## config.mk

```make
export PLATFORM = sky130hd
export DESIGN_NAME = signed_subtractor
export DESIGN_NICKNAME = d
export VERILOG_FILES = /design/src/rtl/signed_subtractor.sv
export SDC_FILE = /design/constraint.sdc
export NUM_CORES = 1
export LEC_CHECK = 0
export BUFFER_PORTS_ARGS = -buffer_cell sky130_fd_sc_hd__buf_2
export CAP_MARGIN = 20
export CORE_ASPECT_RATIO = 0.8
export CORE_MARGIN = 2
export CORE_UTILIZATION = 30
export CTS_CLUSTER_DIAMETER = 100
export CTS_CLUSTER_SIZE = 14
export DETAILED_ROUTE_END_ITERATION = 7
export PLACE_DENSITY = 0.54
export SYNTH_ARGS = -nofsm -noshare
export SYNTH_HDL_FRONTEND = slang
export SYNTH_SLANG_ARGS = --single-unit
```

## constraint.sdc

```tcl
create_clock -name clk -period 3.4 [get_ports clk]
set_clock_uncertainty 0.05 [all_clocks]
set_input_delay 0.85 -clock clk [delete_from_list [all_inputs] [get_ports clk]]
set_output_delay 0.85 -clock clk [all_outputs]
set_load 0.02 [all_outputs]
```

## src/rtl/signed_subtractor.sv

```systemverilog
// rtl/signed_subtractor.sv - registered signed a - b with full-precision and saturated results
module signed_subtractor #(
    parameter int WIDTH = 4
) (
    input  logic             clk,
    input  logic             rst_n,
    input  logic             in_valid,
    input  logic [WIDTH-1:0] a,
    input  logic [WIDTH-1:0] b,
    output logic [WIDTH:0]   diff,
    output logic [WIDTH-1:0] diff_sat,
    output logic             ovf,
    output logic             neg,
    output logic             zero,
    output logic             out_valid
);

    // Saturation limits as raw two's-complement bit patterns.
    localparam logic [WIDTH-1:0] SAT_MAX = {1'b0, {(WIDTH-1){1'b1}}};
    localparam logic [WIDTH-1:0] SAT_MIN = {1'b1, {(WIDTH-1){1'b0}}};

    logic [WIDTH:0]   a_ext;
    logic [WIDTH:0]   b_ext;
    logic [WIDTH:0]   diff_d;
    logic [WIDTH-1:0] diff_sat_d;
    logic             ovf_d;
    logic             neg_d;
    logic             zero_d;

    logic [WIDTH:0]   diff_q;
    logic [WIDTH-1:0] diff_sat_q;
    logic             ovf_q;
    logic             neg_q;
    logic             zero_q;
    logic             valid_q;

    // One extra bit of headroom makes the difference exact; the top two bits
    // disagree exactly when the result no longer fits in WIDTH bits.
    always_comb begin
        a_ext      = {a[WIDTH-1], a};
        b_ext      = {b[WIDTH-1], b};
        diff_d     = a_ext - b_ext;
        ovf_d      = diff_d[WIDTH] ^ diff_d[WIDTH-1];
        neg_d      = diff_d[WIDTH];
        zero_d     = (diff_d == '0);
        diff_sat_d = diff_d[WIDTH-1:0];
        if (ovf_d) begin
            diff_sat_d = diff_d[WIDTH] ? SAT_MIN : SAT_MAX;
        end
    end

    // Result registers load only on accepted inputs; the valid flag tracks in_valid every cycle.
    always_ff @(posedge clk) begin
        if (!rst_n) begin
            diff_q     <= '0;
            diff_sat_q <= '0;
            ovf_q      <= 1'b0;
            neg_q      <= 1'b0;
            zero_q     <= 1'b0;
            valid_q    <= 1'b0;
        end else begin
            valid_q <= in_valid;
            if (in_valid) begin
                diff_q     <= diff_d;
                diff_sat_q <= diff_sat_d;
                ovf_q      <= ovf_d;
                neg_q      <= neg_d;
                zero_q     <= zero_d;
            end
        end
    end

    assign diff      = diff_q;
    assign diff_sat  = diff_sat_q;
    assign ovf       = ovf_q;
    assign neg       = neg_q;
    assign zero      = zero_q;
    assign out_valid = valid_q;

endmodule

```

-- After elaboration in Yosys (flattened, before gate mapping)
Cells that the tools add are included.
- register bits after elaboration: 13
- input port bits: 11
- output and inout port bits: 13
- word-level logic and storage cells: 11
- $add $sub $neg: 1
- mux-type cells: 2
- bitwise logic cells: 1
- reduce and logical (&&, ||, !) cells: 1
- operator list (kind ; number):
    4-bit 2-to-1 mux ; 2
    5-bit logical NOT ; 1
    4-bit by 4-bit subtractor with 5-bit output ; 1
    1-bit XOR ; 1

-- Longest topological paths before layout
Gate-level depths: netlist (run 1).
- depth after elaboration: 3
- mapped depth: 8

-- Least setup slack after synthesis (run 1)
Ideal clock, no wire load.
- path kind: input port to flip-flop
- start: input port a[0]
- end: register diff_sat_q[1] (netlist: diff_sat[1])
- library setup time: 0.125 ns
- arrival time: 2.257 ns
- required time: 3.225 ns
- slack: 0.968 ns
- cell stages on the path: 7
- buffers on the path: 0
- cell sequence: inv_1 -> ha_1 -> inv_1 -> fa_1 -> or4_1 -> o2111ai_1 -> nand3_1
- elaborated cells between the ends (all ways): 4
- RTL lines (item ; RTL line ; text):
    start, declared ; 8 ; input logic [WIDTH-1:0] a,
    4-bit by 4-bit subtractor with 5-bit output ; 42 ; diff_d = a_ext - b_ext;
    net diff_d[1] ; 24 ; logic [WIDTH:0] diff_d;
    4-bit 2-to-1 mux ; 47 ; if (ovf_d) begin
    end signal, assigned ; 65 ; diff_sat_q <= diff_sat_d;
    end, declared ; 31 ; logic [WIDTH-1:0] diff_sat_q;
The timed path passes the listed nets, and every way through them passes these cells.
A chain may end at the register's enable or synchronous reset.

-- Worst setup path after layout (run 1)
Same ends and word-level chain as after synthesis.

==> qor.yml, run 1 <==
logic_synthesis:
  ys_top_cells_by_area: "dfxtp_1 34%, ha_1 7.0%, nand3_1 4.9%"
  synth.avg_cell_area_sq_um: 9.01
  synth_top_cell_area_share_pct: 33.7
  syn_inst: 79
  ys_warn_count: 0
  yosys.area.top_type: "dfxtp_1"
  seq_area_frac_synth_pct: 33.7
  syn_area_sq_um: 712
  synth_cell_types: 31
  ys_ff_latch: 12
  syn_nets: 95
drt:
  drc: 0
  wl_per_cell_um: 11.6
  dr.pass1.iters: 4
  drtIter0Drc: 10
  ant_nets: 0
  wirelength_um: 1450
  vias: 632
  drt-vias-per-instance: 5.06
power:
  leakagePower_nw: 0.431
  powerDensity_nw_per_um2: 421
  peakVddDrop_uv: 215
  total_power_uw: 358
grt:
  antenna_found_initial: 0
  grt_pass1_wl_um: 2400
  use_met3_pct: 5.95
  gr-usage-met1_pct: 15.8
  grt_overflow_total: 0
  use_met2_pct: 17.1
  busiest_layer: "met2"
  grt_usage_pct: 11.6
  grt_pass1_vias: 538
  grt_max_degree: 20
setup_path:
  reg2reg_to: "zero"
  path_class: "in2reg"
  startpoint_type: "input port"
  reg2reg_slack_ns: 2.64
  critical_path_required_ns: 3.51
  r2r-start: "zero"
  crit_start: "a[0]"
  cp.arrival_ns: 2.41
  path_max_fanout: 5
  rr_worst_depth: 2
  worstSetupEndpointType: "flop"
sta:
  hold_viol_final: 0
  tightest_slew_ns: 0.527
  period_minus_slack_ns: 2.31
  relSlewSlack_pct: 64.6
  holdWs_ns: 0.403
  rsz0062_at_grt: "false"
  report.final.slew_viol_count: 0
  fin_crit_sh_pct: 67.8
  finalSetupViolCount: 0
  clock.fmax_mhz: 434
  tns_ns: 0
clock_network:
  cts_setup_buffers: 0
  clockRootBuffer: "clkbuf_4"
  clock_latency_ns: 0.27
  numCtsBuffers: 3
  cts-hold-fix-buffers: 0
  h-tree-depth: 1
  cts.repair.resized: 0
  clk_pin_slew_ns: 0.07
  cts_sinks: 12
  cts_tree: "done"
  cts_buffer_depth: 2
place:
  dpl_cell_area_sq_um: 828
  port-buffer-count: 23
  hpwlAfterDp_um: 1120
  place_congestion: 0.766
floorplan:
  die_area_sq_um: 2780
  ios: 24
  fp.dieW_um: 58.5
  core_sq_um: 2200
  fp.dieH_um: 47.6
  initial_utilization_pct: 32.4
  rows: 15
finish:
  insertedDiodeCount: 0
  multi_input_area_sq_um: 415
  seq_area_sq_um: 240
  final_area_sq_um: 851
  n_fill_cell: 225
  drive_gt1_share_pct: 28.0
  nets: 118
  area_growth_pct: 19.5
min_path:
  worstHoldEndpoint: "diff_sat[3]"
  hold_path.class: "reg2reg"
  holdPathStages: 1
  min_from: "diff_sat[3]"
job:
  max-cap-violations: 0
status:
  status: "completed"
[power by group]
part / total [mW] / switching, mW / internal, mW / leakage, nW
Sequential: 0.161 / 0.00620 / 0.155 / 0.0994
Combinational: 0.112 / 0.0680 / 0.0441 / 0.318
Clock: 0.0851 / 0.0441 / 0.0410 / 0.0138
[cells in the final DEF, fill, tap and decap left out]
master,Yosys,layout
o211a_1,2,2
dfxtp_1,12,12
nor2b_1,5,5
o21a_1,3,3
a21boi_0,2,2
mux2i_1,1,1
nand2b_1,2,2
ha_1,4,4
a21oi_1,2,2
o21ai_1,1,1
inv_1,7,7
and3b_4,1,1
nand3b_1,4,4
nor2_1,1,1
fa_1,1,1
or4_1,1,1
o2111ai_1,3,3
buf_2,0,23
a211oi_2,1,1
a21o_1,2,2
clkbuf_4,0,3
or4b_1,1,1
xnor2_1,1,1
nand2_1,4,4
or3_1,1,1
a211o_1,1,1
nand4b_1,1,1
nand4_1,2,2
nand3_1,7,7
and3_1,1,1
[worst max-delay path, cell delays in order]
cell and delay [ns]:
buf_2 0.09, inv_1 0.04, ha_1 0.15, inv_1 0.05, fa_1 0.49, or4_1 0.53
o2111ai_1 0.11, nand3_1 0.09
[worst max-delay path by stage]
stage | slack, ns | end | cells past startpoint
after floorplan | 0.97 | diff_sat[1] | 7
after global placement | 0.83 | diff_sat[1] | 8
after detailed placement | 0.81 | diff_sat[1] | 8
after CTS | 1.10 | diff_sat[1] | 8
after global routing | 0.97 | diff[4] | 9
final | 1.09 | diff_sat[1] | 8
[cell type report]
class	count	area share [%]
inverters	7	3.09
clock buffers	3	2.65
repair buffers	23	13.5
flip-flops and latches	12	28.2
well taps	25	3.68
multi-input cells	55	48.8
[cell usage after synthesis]
master	count
dfxtp_1	12
or4b_1	1
nand2_1	4
o21a_1	3
buf_6	1
and3b_4	1
nor2_1	1
ha_1	4
a21boi_0	2
and3_1	1
nand3_1	7
or4_1	1
nor2b_1	5
mux2i_1	1
nand3b_1	4
o2111ai_1	3
buf_4	1
nand2b_1	2
nand4b_1	1
a211o_1	1
clkbuf_1	3
a21oi_1	2
o21ai_1	1
or3_1	1
xnor2_1	1
a21o_1	2
inv_1	7
fa_1	1
a211oi_2	1
o211a_1	2
nand4_1	2
[cells by family (layout without fill, tap and decap cells)]
| logic type | count (synthesis) | count (layout) | share of synthesized area [%] |
|---|---|---|---|
| muxes | 1 | 1 | 1.41 |
| DFF | 12 | 12 | 33.7 |
| and+or+nand+nor | 31 | 31 | 26.9 |
| AOI/OAI and AO/OA | 17 | 17 | 19.0 |
| xor gates and xnor gates | 1 | 1 | 1.23 |
| adders and majority gates | 5 | 5 | 9.84 |
| buffers and inverters | 12 | 33 | 7.91 |
[stage by stage]
| stage | utilization (%) | std cells | setup WS (ns) |
|---|---|---|---|
| floorplan | - | 79 | 0.968 |
| global placement | 37.7 | 122 | 0.833 |
| detailed placement | 37.7 | 122 | 0.813 |
| CTS | 38.7 | 125 | 1.10 |
| global route | 38.7 | 125 | 0.972 |
| finish | 38.7 | 125 | 1.09 |
[layer usage]
metal  up-vias  routed length, um
li1        325                  -
met1       287                712
met2        20                628
met3         0                105
met4         0                  0
met5         -                  0
[registers in the layout, indices dropped and copies added (netlist names)]
name / count
diff: 5
diff_sat: 4
out_valid: 1
ovf: 1
zero: 1
No activity file was read; power rests on OpenSTA's default activity.
==> inputs of run 2 (changes only) <==
Settings changed: PLACE_DENSITY 0.54 to 0.56.
Clock period 3.4 ns to 2 ns, I/O delays scaled along.
==> run 2 against run 1 <==
Net effect:
- total power increased by 79%
- sequential power increased by 71%
- cell count increased by 4.8%
- highest routed layer unchanged
- die area unchanged
- critical path depth unchanged
==> qor.yml, run 2 (synthesis gave the netlist of run 1 again) <==
status:
  status: "completed"  # unchanged
setup_path:
  startpoint_type: "input port"  # unchanged
  cp-endpoint: "diff_sat[1]"  # unchanged
  path_class: "in2reg"  # unchanged
  critical_path_required_ns: 2.10  # was 3.51 ns
  path_max_fanout: 2  # was 5
  crit_start: "a[0]"  # unchanged
  reg2reg_slack_ns: 1.25  # was 2.64 ns
  rr_worst_depth: 2  # unchanged
  r2r-start: "zero"  # unchanged
  reg2reg_to: "zero"  # unchanged
  worstSetupEndpointType: "flop"  # unchanged
  cp.arrival_ns: 2.01  # was 2.41 ns
power:
  p_int_uw: 432  # was 240 uW
  leakagePower_nw: 0.466  # was 0.431 nW
  pwr-share-comb_pct: 35.0  # was 31.3%
  powerDensity_nw_per_um2: 691  # was 421 nW/um^2
  seq_power_share_pct: 42.7  # was 45.0%
  p_sw_share_pct: 32.8  # was 33.0%
  power.switching_uw: 211  # was 118 uW
  p_clk_share_pct: 22.2  # was 23.8%
  peakVddDrop_uv: 530  # was 215 uV
drt:
  drt-vias-per-instance: 5.05  # was 5.06
  wl_per_cell_um: 11.7  # was 11.6 um
  wirelength_um: 1540  # was 1450 um
  vias: 662  # was 632
  ant_nets: 0  # unchanged
  dr.pass1.iters: 4  # unchanged
  drc: 0  # unchanged
  drtIter0Drc: 13  # was 10
finish:
  seq_area_sq_um: 240  # unchanged
  fin_cells: 131  # was 125
  insertedDiodeCount: 0  # unchanged
  layout_commonest_cell: "buf_2"  # unchanged
  area_growth_pct: 30.8  # was 19.5%
  nets: 124  # was 118
  drive_gt1_share_pct: 37.7  # was 28.0%
  largest_register_ffs: 5  # unchanged
  layout_common_cells: "23 x buf_2, 12 x dfxtp_1, 7 x nand3_1"  # was 23 x buf_2, 12 x dfxtp_1, 7 x inv_1, 7 x nand3_1, 5 x nor2b_1
  n_fill_cell: 216  # was 225
  multi_input_area_sq_um: 445  # was 415 sq um
sta:
  tightest_slew_ns: 0.333  # was 0.527 ns
  report.final.slew_viol_count: 0  # unchanged
  finalSetupViolCount: 0  # unchanged
  fin_crit_sh_pct: 95.4
  period_minus_slack_ns: 1.91
  relSlewSlack_pct: 77.8  # was 64.6%
  holdWs_ns: 0.427  # was 0.403 ns
  clock.fmax_mhz: 524
  hold_viol_final: 0  # unchanged
clock_network:
  cts.repair.resized: 0  # unchanged
  clockRootBuffer: "clkbuf_4"  # unchanged
  clk_pin_slew_ns: 0.07  # about the same
  h-tree-depth: 1  # unchanged
  numCtsBuffers: 3  # unchanged
  cts_setup_buffers: 0  # unchanged
  cts_sinks: 12  # unchanged
  clock_latency_ns: 0.27  # about the same
  cts_tree: "done"  # unchanged
  cts-hold-fix-buffers: 0  # unchanged
  cts_buffer_depth: 2  # unchanged
floorplan:
  initial_utilization_pct: 32.4  # unchanged
  core_sq_um: 2200  # unchanged
  ios: 24  # unchanged
  rows: 15  # unchanged
  die_area_sq_um: 2780  # unchanged
  fp.dieH_um: 47.6  # unchanged
  fp.dieW_um: 58.5  # unchanged
grt:
  use_met2_pct: 20.7  # was 17.1%
  grt_max_degree: 20  # unchanged
  grt_overflow_total: 0  # unchanged
  grt_pass1_vias: 598  # was 538
  gr-usage-met1_pct: 15.7  # was 15.8%
  busiest_layer: "met2"  # unchanged
  use_met3_pct: 5.95  # unchanged
  antenna_found_initial: 0  # unchanged
  grt_pass1_wl_um: 2570  # was 2400 um
  grt_usage_pct: 12.6  # was 11.6%
place:
  port-buffer-count: 23  # unchanged
  hpwlAfterDp_um: 1220  # was 1120 um
  dp.cells: 128  # was 122
  place_congestion: 0.821  # was 0.766
job:
  max-cap-violations: 0  # unchanged
min_path:
  min_from: "diff_sat[3]"  # unchanged
  hold_path.class: "reg2reg"  # unchanged
## run 2: worst min path at each step
stage	endpoint	slack [ns]	cells after the start
after floorplan	diff[3]	0.50	2
after global placement	diff_sat[3]	0.38	1
after detailed placement	diff_sat[3]	0.42	1
after CTS	diff_sat[3]	0.44	1
after global routing	diff[2]	0.46	1
final	diff_sat[3]	0.43	1
## run 2: power groups by stage
stage	combinational [mW]	sequential, mW	clock, mW
finish	0.225	0.275	0.143
global route	0.250	0.277	0.159
global placement	0.216	0.279	0
floorplan	0.115	0.311	0
CTS	0.219	0.275	0.148
detailed placement	0.218	0.280	0
## run 2: per-stage QoR
step           TNS [ns]  setup slack, ns  power, mW  util, %  area [sq um]
3_3_place_gp      -1.02           -0.190      0.495     40.6           891
3_5_place_dp      -1.25           -0.221      0.498     40.6           891
6_report              0           0.0912      0.643     42.4           931
4_1_cts               0           0.0566      0.642     41.6           913
2_1_floorplan         0          0.00253      0.425        -           729
5_1_grt        -0.00579         -0.00579      0.686     42.4           931
## run 2: final cells by class
type / count / share of cell area [%]
Clock buffer: 3 / 2.42
Inverter: 7 / 3.36
Multi-Input combinational cell: 55 / 47.8
Sequential cell: 12 / 25.8
Tap cell: 25 / 3.36
Timing Repair Buffer: 29 / 17.2
## run 2: worst max-delay path, cell delays in order
cell and delay [ns]:
buf_2 0.12, inv_6 0.05, ha_4 0.12, inv_2 0.04, fa_1 0.47, or4_1 0.51
o2111ai_2 0.11, nand3_1 0.09
## run 2: routing by layer
layer / vias to the layer above / share of wire, %
met5: - / 0
met4: 0 / 0
met3: 0 / 5.5
met2: 14 / 47
met1: 309 / 47
li1: 339 / -
==> inputs of run 3 (changes only) <==
Settings changed: CORE_MARGIN 2 to 1.5, RECOVER_POWER set to 50.
==> run 3 against run 2 <==
Net effect:
- via count is 0.45% lower
- worst hold slack got worse by 0.0015 ns
- largest cell class unchanged
- largest power group unchanged
- non-clock buffer count unchanged
- sequential power hardly changed
- critical path depth is 1 higher
- sequential share of layout area grew 0.42 points
==> qor.yml, run 3 (synthesis gave the netlist of run 1 again) <==
setup_path:
  worstSetupEndpointType: "flop"  # unchanged
  reg2reg_slack_ns: 1.23  # was 1.25 ns
  startpoint_type: "input port"  # unchanged
  critical_path_required_ns: 2.18  # was 2.10 ns
  cp-endpoint: "diff_sat[3]"  # was diff_sat[1]
  reg2reg_to: "zero"  # unchanged
  cp.arrival_ns: 2.10  # was 2.01 ns
  crit_start: "a[0]"  # unchanged
  path_max_fanout: 7  # was 2
  path_class: "in2reg"  # unchanged
  rr_worst_depth: 2  # unchanged
  r2r-start: "zero"  # unchanged
place:
  port-buffer-count: 23  # unchanged
  dpl_cell_area_sq_um: 891  # unchanged
  place_congestion: 0.844  # was 0.821
  hpwlAfterDp_um: 1180  # was 1220 um
finish:
  layout_commonest_cell: "buf_2"  # unchanged
  area_growth_pct: 28.6  # was 30.8%
  drive_gt1_share_pct: 27.1  # was 37.7%
  largest_register_ffs: 5  # unchanged
  final_area_sq_um: 916  # was 931 sq um
  insertedDiodeCount: 0  # unchanged
  nets: 124  # unchanged
  layout_common_cells: "14 x buf_2, 12 x dfxtp_1, 9 x clkbuf_1"  # was 23 x buf_2, 12 x dfxtp_1, 7 x nand3_1
  utilization_pct: 41.7  # was 42.4%
drt:
  ant_nets: 0  # unchanged
  dr.pass1.iters: 4  # unchanged
  wirelength_um: 1540  # about the same
  drt-vias-per-instance: 4.99  # was 5.05
  wl_per_cell_um: 11.6  # was 11.7 um
  vias: 659  # was 662
  drtIter0Drc: 11  # was 13
  drc: 0  # unchanged
sta:
  clock.fmax_mhz: 520  # was 524 MHz
  report.final.slew_viol_count: 0  # unchanged
  tightest_slew_ns: 0.525  # was 0.333 ns
  fin_crit_sh_pct: 96.2  # was 95.4%
  tns_ns: 0  # unchanged
  rsz0062_at_grt: "true"
  relSlewSlack_pct: 65.0  # was 77.8%
  finalSetupViolCount: 0  # unchanged
  hold_viol_final: 0  # unchanged
  period_minus_slack_ns: 1.92  # was 1.91 ns
  holdWs_ns: 0.426  # was 0.427 ns
clock_network:
  cts_buffer_depth: 2  # unchanged
  cts-hold-fix-buffers: 0  # unchanged
  cts.repair.resized: 0  # unchanged
  clock_latency_ns: 0.28  # was 0.27 ns
  cts_setup_buffers: 0  # unchanged
  clk_pin_slew_ns: 0.08  # was 0.07 ns
  cts_tree: "done"  # unchanged
  cts_sinks: 12  # unchanged
  numCtsBuffers: 3  # unchanged
  clockRootBuffer: "clkbuf_4"  # unchanged
  h-tree-depth: 1  # unchanged
status:
  status: "completed"  # unchanged
floorplan:
  ios: 24  # unchanged
  initial_utilization_pct: 32.4  # unchanged
  core_sq_um: 2200  # unchanged
  rows: 15  # unchanged
  fp.dieH_um: 46.6  # was 47.6 um
  die_area_sq_um: 2680  # was 2780 sq um
  fp.dieW_um: 57.5  # was 58.5 um
power:
  powerDensity_nw_per_um2: 744  # was 691 nW/um^2
  total_power_uw: 681  # was 643 uW
  leakagePower_nw: 0.432  # was 0.466 nW
  peakVddDrop_uv: 431  # was 530 uV
grt:
  grt_max_degree: 20  # unchanged
  antenna_found_initial: 0  # unchanged
  grt_pass1_wl_um: 2600  # was 2570 um
  grt_pass1_vias: 572  # was 598
  grt_overflow_total: 0  # unchanged
  grt_usage_pct: 12.9  # was 12.6%
job:
  max-cap-violations: 0  # unchanged
min_path:
  hold_path.class: "reg2reg"  # unchanged
## run 3: how the worst min path moves through the flow
stage | start | to | slack, ns | cells past startpoint
after floorplan | diff[3] | diff[3] | 0.50 | 2
after global placement | diff_sat[3] | diff_sat[3] | 0.39 | 1
after detailed placement | diff[4] | diff[4] | 0.41 | 1
after CTS | diff[4] | diff[4] | 0.43 | 1
after global routing | diff[0] | diff[0] | 0.45 | 1
final | diff[4] | diff[4] | 0.43 | 1
## run 3: routing by layer
layer	wire (um)	vias up	global-route usage [%]
li1	-	336	-
met1	709	299	16.6
met2	688	22	20.5
met3	127	2	5.34
met4	10	0	2.79
met5	0	-	0
## run 3: power by group
part	switching [mW]	total, mW	internal, mW
Sequential	0.0110	0.274	0.263
Combinational	0.122	0.212	0.0898
Clock	0.0839	0.195	0.111
## run 3: cell type report
type / instances / area [sq um]
clock buffer: 4 / 36.3
multi-input combinational: 55 / 428
tap: 25 / 31.3
sequential: 12 / 240
timing repair buffer: 29 / 149
inverter: 7 / 31.3
fill: 232 / 1280
## run 3: through the flow
step,instances,worst slack [ns]
2_1_floorplan,79,0.00253
3_3_place_gp,128,-0.192
3_5_place_dp,128,-0.212
4_1_cts,132,0.0797
5_1_grt,132,-0.0226
6_report,132,0.0759
## run 3: worst max-delay path, cell delays in order
cell,delay [ns]
buf_2,0.12
inv_6,0.05
ha_4,0.12
inv_2,0.04
fa_1,0.45
a21oi_1,0.19
a21oi_1,0.20
a21boi_0,0.28
o21a_1,0.16
